**config.mk**
```make
export PLATFORM = sky130hd
export DESIGN_NAME = i2s_audio_tx
export DESIGN_NICKNAME = d
export VERILOG_FILES = /design/src/rtl/i2s_audio_tx.sv
export SDC_FILE = /design/constraint.sdc
export NUM_CORES = 1
export LEC_CHECK = 0
export ABC_CLOCK_PERIOD_IN_PS = 5600
export CAP_MARGIN = 25
export CORE_AREA = 4 4 109 111
export CTS_CLUSTER_SIZE = 14
export DETAILED_ROUTE_END_ITERATION = 16
export DIE_AREA = 0 0 113 115
export GPL_TIMING_DRIVEN = 0
export SYNTH_ARGS = -nofsm -noshare
export SYNTH_HDL_FRONTEND = slang
export SYNTH_SLANG_ARGS = --single-unit
export TNS_END_PERCENT = 50
```
**constraint.sdc**
```tcl
create_clock -name clk -period 5.6 [get_ports clk]
set_clock_uncertainty 0.1 [all_clocks]
set_input_delay 1.12 -clock clk [delete_from_list [all_inputs] [get_ports clk]]
set_output_delay 1.12 -clock clk [all_outputs]
set_load 0.01 [all_outputs]
```
**src/rtl/i2s_audio_tx.sv**
```systemverilog
// Stereo PCM to I2S serialiser: derived BCK/LRCK, one-entry holding register, valid/ready input.
// Optional macro I2S_LEFT_JUSTIFIED_EN selects left-justified framing (no slot delay, LRCK 1 = left).
module i2s_audio_tx #(
    parameter int unsigned AUDIO_DW     = 16,
    parameter int unsigned BCK_HALF_DIV = 16
) (
    input  logic                clk,
    input  logic                reset_n,
    input  logic [AUDIO_DW-1:0] left,
    input  logic [AUDIO_DW-1:0] right,
    input  logic                sample_valid,
    output logic                sample_ready,
    output logic                underrun,
    output logic                I2S_BCK,
    output logic                I2S_LRCK,
    output logic                I2S_DATA
);

    localparam int unsigned FrameW = 2 * AUDIO_DW;
    localparam int unsigned DivW   = (BCK_HALF_DIV > 1) ? $clog2(BCK_HALF_DIV) : 1;
    localparam int unsigned BitW   = $clog2(FrameW);

    localparam logic [DivW-1:0] DivLast    = DivW'(BCK_HALF_DIV - 1);
    localparam logic [BitW-1:0] BitLast    = BitW'(FrameW - 1);
    localparam logic [BitW-1:0] RightStart = BitW'(AUDIO_DW);

    logic [DivW-1:0]   div_q, div_d;
    logic [BitW-1:0]   bit_cnt_q, bit_cnt_d;
    logic [FrameW-1:0] shift_q, shift_d, shift_nx;
    logic [FrameW-1:0] hold_q, hold_d;
    logic [FrameW-1:0] last_q, last_d;
    logic              hold_full_q, hold_full_d;
    logic              bck_q, bck_d;
    logic              lrck_q, lrck_d;
    logic              data_q, data_d;
    logic              underrun_q, underrun_d;

    logic div_tc, fall_ev, frame_load, accept;

    always_comb begin
        div_tc      = (div_q == DivLast);
        fall_ev     = div_tc && bck_q;
        frame_load  = fall_ev && (bit_cnt_q == BitLast);
        accept      = sample_valid && !hold_full_q;

        div_d       = div_tc ? '0 : div_q + DivW'(1);
        bck_d       = div_tc ? ~bck_q : bck_q;
        bit_cnt_d   = bit_cnt_q;
        shift_nx    = shift_q;
        shift_d     = shift_q;
        hold_d      = hold_q;
        hold_full_d = hold_full_q;
        last_d      = last_q;
        lrck_d      = lrck_q;
        data_d      = data_q;
        underrun_d  = 1'b0;

        if (accept) begin
            hold_d      = {left, right};
            hold_full_d = 1'b1;
        end

        if (fall_ev) begin
            bit_cnt_d = (bit_cnt_q == BitLast) ? '0 : bit_cnt_q + BitW'(1);
`ifdef I2S_LEFT_JUSTIFIED_EN
            lrck_d    = (bit_cnt_d < RightStart);
`else
            lrck_d    = (bit_cnt_d >= RightStart);
`endif
            if (frame_load) begin
                // hold_full_q and accept are exclusive, so a same-clk accept stays in hold
                if (hold_full_q) begin
                    shift_nx    = hold_q;
                    last_d      = hold_q;
                    hold_full_d = 1'b0;
                end else begin
                    shift_nx    = last_q;
                    underrun_d  = 1'b1;
                end
            end else begin
                shift_nx = {shift_q[FrameW-2:0], 1'b0};
            end
            shift_d = shift_nx;
`ifdef I2S_LEFT_JUSTIFIED_EN
            data_d  = shift_nx[FrameW-1];
`else
            data_d  = shift_q[FrameW-1];
`endif
        end
    end

    always_ff @(posedge clk or negedge reset_n) begin
        if (!reset_n) begin
            div_q       <= '0;
            bit_cnt_q   <= '0;
            shift_q     <= '0;
            hold_q      <= '0;
            last_q      <= '0;
            hold_full_q <= 1'b0;
            bck_q       <= 1'b0;
            lrck_q      <= 1'b0;
            data_q      <= 1'b0;
            underrun_q  <= 1'b0;
        end else begin
            div_q       <= div_d;
            bit_cnt_q   <= bit_cnt_d;
            shift_q     <= shift_d;
            hold_q      <= hold_d;
            last_q      <= last_d;
            hold_full_q <= hold_full_d;
            bck_q       <= bck_d;
            lrck_q      <= lrck_d;
            data_q      <= data_d;
            underrun_q  <= underrun_d;
        end
    end

    assign sample_ready = !hold_full_q;
    assign underrun     = underrun_q;
    assign I2S_BCK      = bck_q;
    assign I2S_LRCK     = lrck_q;
    assign I2S_DATA     = data_q;

endmodule

```
### Yosys cells after proc, flatten, opt, wreduce, memory -nomap -nowiden

Cells that the tools add are included.

| operators by class | value |
|---|---|
| bitwise gates (word level) | 1 |
| equality and inequality tests | 2 |
| $lt $le $gt $ge | 1 |
| reduce and logical (&&, ||, !) cells | 5 |
| $mul | 0 |
| divide/modulo/power cells | 0 |
| shift operators | 0 |
| $add $sub $neg | 2 |
| muxes and demuxes | 11 |

Operator list:

| cell | count |
|---|---|
| $mux W32 | 2 |
| $mux W1 | 7 |
| $add A5 B1 Y5 const B | 1 |
| $eq A5 B5 Y1 const B | 1 |
| $ge A5 B5 Y1 const B | 1 |
| $mux W5 | 1 |
| $add A4 B1 Y4 const B | 1 |
| $eq A4 B4 Y1 const B | 1 |
| $mux W4 | 1 |
| $logic_and A1 B1 Y1 | 3 |
| $reduce_and A2 Y1 | 1 |
| $logic_not A1 Y1 | 1 |
| $not A1 Y1 | 1 |

| storage, ports and cells | value |
|---|---|
| ROM bits | 0 |
| memories | 0 |
| word-level logic and storage cells | 32 |
| output and inout port bits | 5 |
| latch bits | 0 |
| input bits | 35 |
| bits in registers | 110 |
| bits in writable memories | 0 |

### Logic depth before layout (Yosys ltp)

Gate-level depths: netlist of the first run.

| depth | value |
|---|---|
| word-level depth | 6 |
| gate-level depth with buffers | 8 |
| depth with buffers taken out | 6 |

### Least setup slack after synthesis of the first run

No wires, ideal clock.

| timing | value |
|---|---|
| kind | input-to-reg |
| from | in sample_valid |
| to | reg hold_q[19] |
| library setup time | 0.125 ns |
| path buffers | 2 |
| cell stages on the path | 4 |
| data required time | 5.375 ns |
| slack | 3.452 ns |
| arrival | 1.924 ns |
| cell sequence | nor2b_1 > clkbuf_1 > buf_4 > mux2_2 |

| on the way | value |
|---|---|
| longest elaborated chain between the ends | 1 |

RTL lines:

| element | line | text |
|---|---|---|
| start: declaration | 11 | `input logic sample_valid,` |
| $logic_and A1 B1 Y1 | 44 | `accept = sample_valid && !hold_full_q;` |
| end signal: assignment | 108 | `hold_q <= hold_d;` |
| end: declaration | 30 | `logic [FrameW-1:0] hold_q, hold_d;` |

Every way passes these cells.
A chain may end at the register's enable or synchronous reset.

### Worst setup path in the final report of the first run

| timing | value |
|---|---|
| from | reg hold_full_q |
| to | out sample_ready |

| on the way | value |
|---|---|
| longest elaborated chain between the ends | 1 |

RTL lines:

| element | line | text |
|---|---|---|
| start: declaration | 32 | `logic hold_full_q, hold_full_d;` |
| start signal: assignment | 110 | `hold_full_q <= hold_full_d;` |
| $logic_not A1 Y1 | 118 | `assign sample_ready = !hold_full_q;` |
| end: declaration | 12 | `output logic sample_ready,` |

Every way passes these cells.

==> metrics.yaml, run 1 <==
cts_root_buffer: "clkbuf_8"
endpoint_kind: "primary output"
cts_made_buffers: 9
critical_path_class: "reg -> out"
max_freq_mhz: 343
cts_tree: "done"
die_x_um: 113
yosysWarnings: 0
startpoint: "hold_full_q"
fin_crit_sh_pct: 52.1
r2r_end: "last_q[8]"
dr.first_iter.drc_count: 109
fin_util_pct: 51.6
rsz0062_at_grt: "false"
p_comb_share_pct: 7.3
cpPeakStageDelay_ns: 0.54
synth_edf_count: 0
ctsHoldBuffers: 0
yosys.area.top_type: "dfrtp_1"
maxSlewHeadroom_pct: 51.8
cpMaxStageDelayCell: "clkdlybuf4s50_1"
synth_commonest_cells: "dfrtp_1, mux2_2, o21ai_0"
grt_pass1_vias: 3030
grt_usage_pct: 14.2
reg2regPathDepth: 8
firstDrtPassIters: 4
yosys.cell_count.top_type: "dfrtp_1"
cts_max_level: 3
place_congestion: 0.742
p_sw_uw: 299
numPortBuffers: 39
worst_ep_arrival_time_ns: 1.70
start_kind: "flop"
yosys_most_used_dff: "dfrtp_1"
placed_cells: 539
cts_sinks: 109
grt_max_degree: 57
required_ns: 4.38
power_frac_clock_pct: 31.4
hpwl_mm: 5.75
top_layer: "met4"
antenna_left: 0
cts_resized: 0
synth_cells: 359
ys_top_cells_by_area: "dfrtp_1, mux2_2, mux2i_1, o21ai_0, nand2_1"
internal_power_uw: 1050
peakVddDrop_uv: 145
syn_area_per_cell_um2: 13.4
wl_met2_mm: 3.88
clk_latency_ns: 0.37
setup_violations: 0
overflow: 0
status: "completed"
power_density_mw_per_mm2: 242
hold_class: "reg -> reg"
fin_nets: 448
clockBufferDepth: 2
start_util_pct: 44.6
antenna_found_initial: 0
maxCapViolations: 0
post_drt_wl_per_cell_um: 15.1
die_y_um: 115
layout-drive-gt1-share_pct: 31.3
power_leakage_uw: 0.00245
num_vias: 2851
synth_area_mm2: 0.00481
synth_cell_types: 32
wl_met1_mm: 4.06
ff2ff_setup_slack_ns: 3.39
p_total_uw: 1350
drt-total-wl_mm: 8.38
ys_seq_area_share_pct: 56.7
ys_seq_elements: 109
path_clk_slew_ns: 0.10
drcViolationCount: 0
worst_slew_pin_slew_ns: 0.723
core-area_mm2: 0.0108
synth_top_area_share_pct: 56.7
syn-num-nets: 397
fin_crit_ns: 2.92
wl_met3_um: 324
grt_first_pass_wirelength_mm: 14.8
reg2reg_from: "bit_cnt_q[0]"
tns_ns: 0
cp-endpoint: "sample_ready"
row_count: 38
instances_no_fill: 555
die_area_mm2: 0.0130
viasPerCell: 5.14
diodes: 0
async_reset_ff_share_pct: 100
p_sw_share_pct: 22.2
pwr-share-seq_pct: 61.3
crit_fanout: 10
postCtsSetupRepairBufs: 0
finalHoldWorstSlack_ns: 0.384
ios: 40
final_hold_viol_count: 0
slew_violations: 0
area_growth_syn_to_layout_pct: 15.8
crit_chain: "buf_4 > buf_6 > inv_1 > clkdlybuf4s50_1"
==> layer usage <==
layer,track usage (%),vias to the layer above
met5,0,-
met4,4.57,0
met3,4.16,10
met2,22.7,43
met1,18.7,1432
li1,-,1366
==> sequential cells by signal, indices dropped and copies added, names as in the netlist <==
register     cells
div_q            4
I2S_BCK          1
hold_full_q      1
I2S_DATA         1
hold_q          32
last_q          32
underrun         1
bit_cnt_q        5
shift_q         32
==> worst min path at each step <==
stage / slack, ns / to / start / cells after the start
after floorplan: 0.35 / shift_q[31] / shift_q[31] / 1
after global placement: 0.36 / shift_q[31] / shift_q[31] / 1
after detailed placement: 0.37 / shift_q[8] / shift_q[8] / 2
after CTS: 0.39 / shift_q[8] / shift_q[8] / 2
after global routing: 0.41 / shift_q[8] / shift_q[8] / 2
final: 0.38 / shift_q[8] / shift_q[8] / 2
==> critical path: cells and delay by family, from the launching register on <==
kind     cells  cell delay, ns
buf+inv      4            0.94
flops        1            0.37
==> final cells by class <==
cell class	count	area, um^2
clock buffer	13	149
timing repair buffer	40	415
clock inverter	3	21.3
buffer	23	146
inverter	2	7.51
tap	140	175
fill	974	5220
multi-input combinational	225	1930
sequential	109	2730
==> through the flow <==
stage | area, um^2 | worst slack [ns]
CTS | 5570 | 2.65
finish | 5570 | 2.68
global placement | 5380 | -0.947
detailed placement | 5400 | 2.73
floorplan | 4810 | 3.45
global route | 5570 | 2.58
==> cell usage in the layout, fill, tap and decap left out, drive strengths merged <==
master,instances
mux2i,32
nand4,1
nor4b,1
a21oi,2
and3,1
nand3,3
a31oi,1
a211oi,1
clkdlybuf4s50,38
clkinv,2
nor2b,1
a211o,1
nor3,2
nor2,5
o21ai,36
inv,2
mux2,96
ha,3
nand2,32
a21o,2
dfrtp,109
clkbuf,21
xnor2,1
nor3b,1
or3,1
clkinvlp,1
buf,17
xor2,1
or2,1
==> power by group through the flow <==
stage | combinational (uW) | clock (uW) | sequential (uW)
6_report | 98.2 | 424 | 826
5_1_grt | 110 | 480 | 830
4_1_cts | 101 | 449 | 827
3_5_place_dp | 101 | 0 | 842
3_3_place_gp | 96.0 | 0 | 842
2_1_floorplan | 51.2 | 0 | 837
==> logic make-up (layout without fill, tap and decap cells) <==
kind of cell	Yosys count	count (layout)	share of synthesized area [%]
AO/OA/AOI/OAI	43	43	4.73
XOR/XNOR	2	2	0.364
adder cells (fa/ha/maj)	3	3	0.780
buffers and inverters	25	81	3.20
flip-flops	109	109	56.7
multiplexers	128	128	29.1
AND/OR/NAND/NOR	49	49	5.12
No activity file was read; power rests on OpenSTA's default activity.
==> run 2, diff against run 1 <==
--- a/config.mk
+++ b/config.mk
@@ -5,13 +5,14 @@
 export SDC_FILE = /design/constraint.sdc
 export NUM_CORES = 1
 export LEC_CHECK = 0
-export ABC_CLOCK_PERIOD_IN_PS = 5600
+export ABC_CLOCK_PERIOD_IN_PS = 2400
 export CAP_MARGIN = 25
 export CORE_AREA = 4 4 109 111
 export CTS_CLUSTER_SIZE = 14
 export DETAILED_ROUTE_END_ITERATION = 16
 export DIE_AREA = 0 0 113 115
 export GPL_TIMING_DRIVEN = 0
+export PLACE_DENSITY = 0.66
 export SYNTH_ARGS = -nofsm -noshare
 export SYNTH_HDL_FRONTEND = slang
 export SYNTH_SLANG_ARGS = --single-unit
==> constraint.sdc (replaced) <==
create_clock -name clk -period 2.4 [get_ports clk]
set_clock_uncertainty 0.1 [all_clocks]
set_input_delay 0.48 -clock clk [delete_from_list [all_inputs] [get_ports clk]]
set_output_delay 0.48 -clock clk [all_outputs]
set_load 0.01 [all_outputs]
==> metrics.yaml, run 2 (synthesis gave the netlist of run 1 again) <==
finalHoldWorstSlack_ns: 0.0347
numPortBuffers: 39
crit_chain: "buf_4 > buf_6 > inv_1 > clkdlybuf4s50_1"
firstDrtPassIters: 4
antenna_found_initial: 0
path_clk_slew_ns: 0.10
diodes: 0
viasPerCell: 5.06
post_drt_wl_per_cell_um: 14.9
cts_tree: "done"
fin_nets: 449
fin_crit_ns: 2.25
maxSlewHeadroom_pct: 54.8
die_x_um: 113
grt_usage_pct: 14.1
grt_pass1_vias: 3039
start_util_pct: 44.6
drcViolationCount: 0
die_area_mm2: 0.0130
peakVddDrop_uv: 446
endpoint_kind: "primary output"
fin_crit_sh_pct: 93.9
maxCapViolations: 0
dpl_worst_slack_ns: 0.109
worst_ep_arrival_time_ns: 1.67
layout_setup_ws_ns: 0.147
overflow: 0
dr.first_iter.drc_count: 87
largest_registers: "hold_q x32, last_q x32, shift_q x32"
crit_fanout: 10
status: "completed"
ctsHoldBuffers: 0
slew_violations: 0
clockBufferDepth: 2
die_y_um: 115
hpwl_mm: 5.74
cts_max_level: 3
p_total_uw: 3290
cpMaxStageDelayCell: "clkdlybuf4s50_1"
antenna_left: 0
layout_common_cells: "dfrtp_1, mux2_2, clkdlybuf4s50_1"
cpPeakStageDelay_ns: 0.54
grt_max_degree: 59
max_freq_mhz: 444
critical_path_class: "reg -> out"
layout_commonest_cell: "dfrtp_1"
power_leakage_uw: 0.00246
cp_num_buf_inv: 4
fin_util_pct: 52.0
worst_slew_pin_slew_ns: 0.678
layout-drive-gt1-share_pct: 31.7
setup_violations: 0
final_hold_viol_count: 0
hold_class: "in -> async"
clk_latency_ns: 0.37
place_congestion: 0.743
num_vias: 2812
cts_root_buffer: "clkbuf_8"
power_density_mw_per_mm2: 586
core-area_mm2: 0.0108
grt_first_pass_wirelength_mm: 14.9
cts_sinks: 109
ios: 40
required_ns: 1.82
cts_made_buffers: 9
row_count: 38
cp_top_family: "buffers and inverters"
drt-total-wl_mm: 8.27
area_growth_syn_to_layout_pct: 16.6
start_kind: "flop"
-- run 2: cell count changes in the layout (fill, tap and decap cells not counted) --
cell | before | now
buf_2 | 5 | 4
buf_4 | 7 | 8
bufinv_16 | 0 | 1
clkbuf_1 | 10 | 9
clkbuf_4 | 0 | 1
clkinv_2 | 1 | 0
inv_6 | 0 | 1
-- run 2: layout make-up --
type	count	area [um^2]
plain buffers	23	149
fillers	961	5180
clock inverters	4	55.1
repair buffers	41	423
multi-input cells	225	1930
inverters	2	7.51
flip-flops and latches	109	2730
well taps	140	175
clock buffers	12	145
-- run 2: final timing paths --
check	cells past startpoint	slack [ns]	startpoint	endpoint
setup / recovery	4	0.15	hold_full_q	sample_ready
min in group clk	2	0.39	shift_q[4]	shift_q[4]
hold reg to reg	2	0.39	shift_q[4]	shift_q[4]
hold / removal	1	0.03	reset_n	last_q[7]
setup reg to reg	8	0.20	bit_cnt_q[0]	last_q[11]
max in group asynchronous	2	1.46	reset_n	hold_q[15]
-- run 2: routing by layer --
layer | wire length, um | GRT usage [%] | up-vias
li1 | - | - | 1368
met1 | 3960 | 19.0 | 1398
met2 | 3880 | 22.5 | 37
met3 | 318 | 3.95 | 9
met4 | 109 | 4.09 | 0
met5 | 0 | 0 | -
-- run 2: power by group --
group	switching [uW]	internal (uW)	total (uW)
clock network	611	518	1130
logic	87.1	142	229
registers	32.0	1900	1930
-- run 2: stage by stage --
stage,cells,cell area [um^2],TNS (ns)
final,556,5610,0
after global routing,556,5610,-0.000318
after CTS,555,5600,0
after detailed placement,539,5400,0
after global placement,538,5380,-371.42
after floorplan,359,4810,0
-- run 2: repair_timing --
| action | in CTS | in global routing |
|---|---|---|
| setup buffers | 0 | 1 |
| setup endpoints to repair | 0 | 18 |
| gates resized for setup | 0 | 1 |
==> run 3, diff against run 2 <==
--- a/config.mk
+++ b/config.mk
@@ -5,14 +5,13 @@
 export SDC_FILE = /design/constraint.sdc
 export NUM_CORES = 1
 export LEC_CHECK = 0
-export ABC_CLOCK_PERIOD_IN_PS = 2400
+export ABC_CLOCK_PERIOD_IN_PS = 2240
 export CAP_MARGIN = 25
 export CORE_AREA = 4 4 109 111
 export CTS_CLUSTER_SIZE = 14
 export DETAILED_ROUTE_END_ITERATION = 16
 export DIE_AREA = 0 0 113 115
 export GPL_TIMING_DRIVEN = 0
-export PLACE_DENSITY = 0.66
 export SYNTH_ARGS = -nofsm -noshare
 export SYNTH_HDL_FRONTEND = slang
 export SYNTH_SLANG_ARGS = --single-unit
==> constraint.sdc (replaced) <==
create_clock -name clk -period 2.24 [get_ports clk]
set_clock_uncertainty 0.1 [all_clocks]
set_input_delay 0.448 -clock clk [delete_from_list [all_inputs] [get_ports clk]]
set_output_delay 0.448 -clock clk [all_outputs]
set_load 0.01 [all_outputs]
==> metrics.yaml, run 3 (synthesis gave the netlist of run 1 again) <==
fin_crit_sh_pct: 95.9
status: "completed"
hpwl_mm: 5.75
instances_no_fill: 557
path_clk_slew_ns: 0.10
die_y_um: 115
post_drt_wl_per_cell_um: 15.2
area_growth_syn_to_layout_pct: 17.1
grt_max_degree: 57
power_leakage_uw: 0.00247
startpoint: "bit_cnt_q[0]"
crit_fanout: 10
ff2ff_setup_slack_ns: 0.09
cpMaxStageDelayCell: "dfrtp_1"
grt_usage_pct: 14.2
drcViolationCount: 0
start_kind: "flop"
overflow: 0
numPortBuffers: 39
layout_commonest_cell: "dfrtp_1"
diodes: 0
endpoint_kind: "flop"
cts_tree: "done"
dr.first_iter.drc_count: 104
clockBufferDepth: 2
layout-drive-gt1-share_pct: 31.9
cpPeakStageDelay_ns: 0.40
rsz0062_at_grt: "false"
place_congestion: 0.742
crit_chain: "ha_1 > and3_1 > ha_1 > buf_4 > nand2_2 > nor2_4 > buf_12 > buf_8 > mux2_2"
peakVddDrop_uv: 359
reg2reg_from: "bit_cnt_q[0]"
maxCapViolations: 0
die_x_um: 113
largest_registers: "hold_q x32, last_q x32, shift_q x32"
antenna_left: 0
cts_sinks: 109
layout_common_cells: "dfrtp_1, mux2_2, clkdlybuf4s50_1"
cts_root_buffer: "clkbuf_8"
maxSlewHeadroom_pct: 52.1
slew_violations: 0
core-area_mm2: 0.0108
worst_ep_arrival_time_ns: 2.29
tns_ns: 0
power_density_mw_per_mm2: 598
viasPerCell: 5.11
ios: 40
firstDrtPassIters: 4
r2r_end: "last_q[8]"
dpl_worst_slack_ns: 0.0144
hold_class: "in -> async"
fin_crit_ns: 2.15
drt-total-wl_mm: 8.46
fin_nets: 450
grt_first_pass_wirelength_mm: 14.8
layout_setup_ws_ns: 0.0922
ctsHoldBuffers: 0
required_ns: 2.39
antenna_found_initial: 0
die_area_mm2: 0.0130
grt_pass1_vias: 3030
placed_cells: 539
critical_path_class: "reg -> reg"
clk_latency_ns: 0.36
worst_slew_pin_slew_ns: 0.719
finalHoldWorstSlack_ns: 0.0345
reg2regPathDepth: 9
fin_util_pct: 52.2
cts_max_level: 3
final_hold_viol_count: 0
cpMostUsedCell: "ha_1"
start_util_pct: 44.6
max_freq_mhz: 466
row_count: 38
cts_made_buffers: 9
num_vias: 2845
setup_violations: 0
## run 3: cell type report
cell class,count,area [um^2]
tap,140,175
fill,973,5160
inverter,2,7.51
clock buffer,13,149
multi-input combinational,225,1930
sequential,109,2730
buffer,23,160
timing repair buffer,42,459
clock inverter,3,21.3
## run 3: worst max-delay path: cells and delay by family (launching register included)
family / cells / cell delay, ns
and+or+nand+nor: 3 / 0.42
DFF: 1 / 0.40
adders and majority gates: 2 / 0.34
buffers and inverters: 3 / 0.44
muxes: 1 / 0.33
## run 3: worst max-delay path by stage
stage	to	slack [ns]
after floorplan	last_q[10]	0.28
after global placement	hold_q[25]	-3.64
after detailed placement	last_q[19]	0.01
after CTS	last_q[12]	0.007
after global routing	last_q[11]	0.0007
final	last_q[8]	0.09
## run 3: routing by layer
metal / global-route usage (%) / wire length [um] / vias up
li1: - / - / 1372
met1: 18.7 / 4150 / 1425
met2: 22.7 / 3870 / 39
met3: 4.16 / 312 / 9
met4: 4.57 / 121 / 0
met5: 0 / 0 / -
## run 3: timing repair
action | CTS | global route
buffers inserted | 0 | 1
endpoints found under the setup margin | 1 | 30
cloned | 0 | 1
pin swaps | 0 | 1
gates resized for setup | 1 | 6
## run 3: metrics by stage
stage          area (um^2)  power [uW]
3_3_place_gp          5380        2350
5_1_grt               5630        3550
4_1_cts               5570        3440
3_5_place_dp          5400        2360
6_report              5630        3370
2_1_floorplan         4810        2220
## run 3: where the power goes
part / switching, uW / total (uW) / internal (uW) / leakage (uW)
sequential: 33.2 / 2070 / 2030 / 0.00145
combinational: 93.2 / 246 / 152 / 0.000937
clock: 618 / 1060 / 437 / 0.0000836
total: 744 / 3370 / 2620 / 0.00247
==> patch: new RTL, config.mk and constraints of run 2 <==
Take the reset off `shift_q` and `hold_q` and load them in a clocked block of their own.
--- a/src/rtl/i2s_audio_tx.sv
+++ b/src/rtl/i2s_audio_tx.sv
@@ -94,6 +94,4 @@
             div_q       <= '0;
             bit_cnt_q   <= '0;
-            shift_q     <= '0;
-            hold_q      <= '0;
             last_q      <= '0;
             hold_full_q <= 1'b0;
@@ -105,6 +103,4 @@
             div_q       <= div_d;
             bit_cnt_q   <= bit_cnt_d;
-            shift_q     <= shift_d;
-            hold_q      <= hold_d;
             last_q      <= last_d;
             hold_full_q <= hold_full_d;
@@ -114,4 +110,9 @@
             underrun_q  <= underrun_d;
         end
+    end
+
+    always_ff @(posedge clk) begin
+        shift_q <= shift_d;
+        hold_q  <= hold_d;
     end
 
Function: same outputs for any inputs over 10 cycles, from zero or initial values and one cycle with reset_n low; that may be too few to reach the edited logic, so the function may still have changed.
==> patch against run 2 <==
Worst setup slack lost 0.014 ns. Wire length shrank 15%. Synthesized area shrank 7.4%. Largest cell class unchanged. Die area is the same. Final area shrank 4.4%. Sequential cell count is the same. Critical path type is now register to register.
Power is not compared: it rests on default switching activity, and its combinational part moved more than twofold at a synthesized area within 25%.
==> patch: results (changes against run 2) <==
| Metric | Value |
|---|---|
| Status | finished, final reports clean |
| Vias in the first global route | 2412 (-21%) |
| WL/cell | 15.4 um (+3.6%) |
| Final Net Count | 348 (-22%) |
| Met3 wire length | 269 um (-15%) |
| Seq/Total Area, Yosys | 68.4% (+12 points) |
| Net Count, Synth | 289 (-27%) |
| Slowest stage delay, CP | 0.41 ns (-0.13 ns) |
| Synth Area in Compound Gates | 1.07% (-3.7 points) |
| Top post-synthesis cells by area | edfxtp_1 43%, dfrtp_1 25%, mux2_2 24%, ha_1 0.84%, buf_6 0.76% |
| Critical R2R Capture | last_q[27] |
| Proportion of layout cells with a drive suffix above 1 | 42.2% (+10 points) |
| Max_slew headroom | 57.4% (+2.6 points) |
| DRT iter0 DRCs | 54 (-38%) |
| First-pass GRT wire length | 11600 um (-22%) |
| Synth cell types | 33 (+3.1%) |
| Largest net degree at the start of global routing | 36 (-39%) |
| Largest fanout on the critical path | 7 (-3) |
| Global-route usage over all layers | 11.4% (-2.7 points) |
| Most instantiated cells after synthesis | 95 x mux2_2, 64 x edfxtp_1, 45 x dfrtp_1 |
| Placed Cells incl. Taps | 433 (-20%) |
| Detail-routed via count per cell | 4.91 (-2.9%) |
| CP max stage cell | dfrtp_1 |
| Worst min-delay path class | register to register |
| DP Area | 5100 um2 (-5.6%) |
| Routed wire length | 7010 um (-15%) |
| Met1 Use GR | 14.4% (-4.6 points) |
| R2r setup slk | 0.13 ns (-0.07 ns) |
| Met2 WL | 3580 um (-7.9%) |
| Post-synth EDFFs | 64 (+64) |
| Met2 Use GR | 18.9% (-3.6 points) |
| CTS Buf Count | 9 (unchanged) |
| Post-DP HPWL | 4500 um (-22%) |
| Met3 usage in global routing | 3.58% (-0.37 points) |
| Post-synth ARST share | 41.3% (-59 points) |
| Multiplexer share of the synthesized area | 24.7% (-4.4 points) |
| Hold slack | 0.397 ns (+0.362 ns) |
| Fillers | 907 (-5.6%) |
| Area share of xor/xnor cells in the synthesized design | 0.393% (+0.029 points) |
| Mapped Cells | 251 (-30%) |
| Met1 wire length | 3090 um (-22%) |
| Synth Area in Adders | 0.842% (+0.062 points) |
patch: cell count changes after synthesis, sizes merged, moves of 5 or more:
| cell | change |
|---|---|
| buf | -7 |
| clkbuf | -5 |
| dfrtp | -64 |
| edfxtp | +64 |
| mux2i | -31 |
| nand2 | -31 |
| o21ai | -33 |
patch: cell type report:
type                    count  area, um2  area share, %
flip-flops and latches    109       3050           56.8
repair buffers             48        518           9.65
inverters                   3       11.3          0.210
well taps                 140        175           3.26
plain buffers              11       77.6           1.45
clock buffers              10        128           2.38
clock inverters             6       71.3           1.33
multi-input cells         128       1340           24.9
patch: cells by family after synthesis:
logic type | Yosys count
DFF | 109
xor gates and xnor gates | 2
and+or+nand+nor | 17
buffers and inverters | 14
AOI/OAI and AO/OA | 8
adders and majority gates | 3
muxes | 98
patch: worst max path at each step:
| stage | slack (ns) | endpoint | start |
|---|---|---|---|
| finish | 0.13 | last_q[27] | bit_cnt_q[0] |
| global route | 0.003 | shift_q[25] | bit_cnt_q[0] |
| CTS | 0.02 | shift_q[17] | bit_cnt_q[0] |
| detailed placement | 0.05 | shift_q[17] | bit_cnt_q[0] |
| global placement | -0.67 | last_q[8] | reset_n |
| floorplan | 0.27 | hold_q[0] | hold_full_q |
patch: critical path, delay by kind of cell, from the launching register on:
kind                     cells  cell delay [ns]
AND/OR/NAND/NOR              3             0.56
adder cells (fa/ha/maj)      2             0.44
multiplexers                 1             0.35
flip-flops                   1             0.41
buffers and inverters        2             0.31
patch: timing repair:
action | 4_1_cts | 5_1_grt
hold buffers | 1 | 0
resized for setup | 0 | 2
endpoints found under the hold margin | 10 | 0
setup endpoints to repair | 0 | 58
setup buffers | 0 | 4
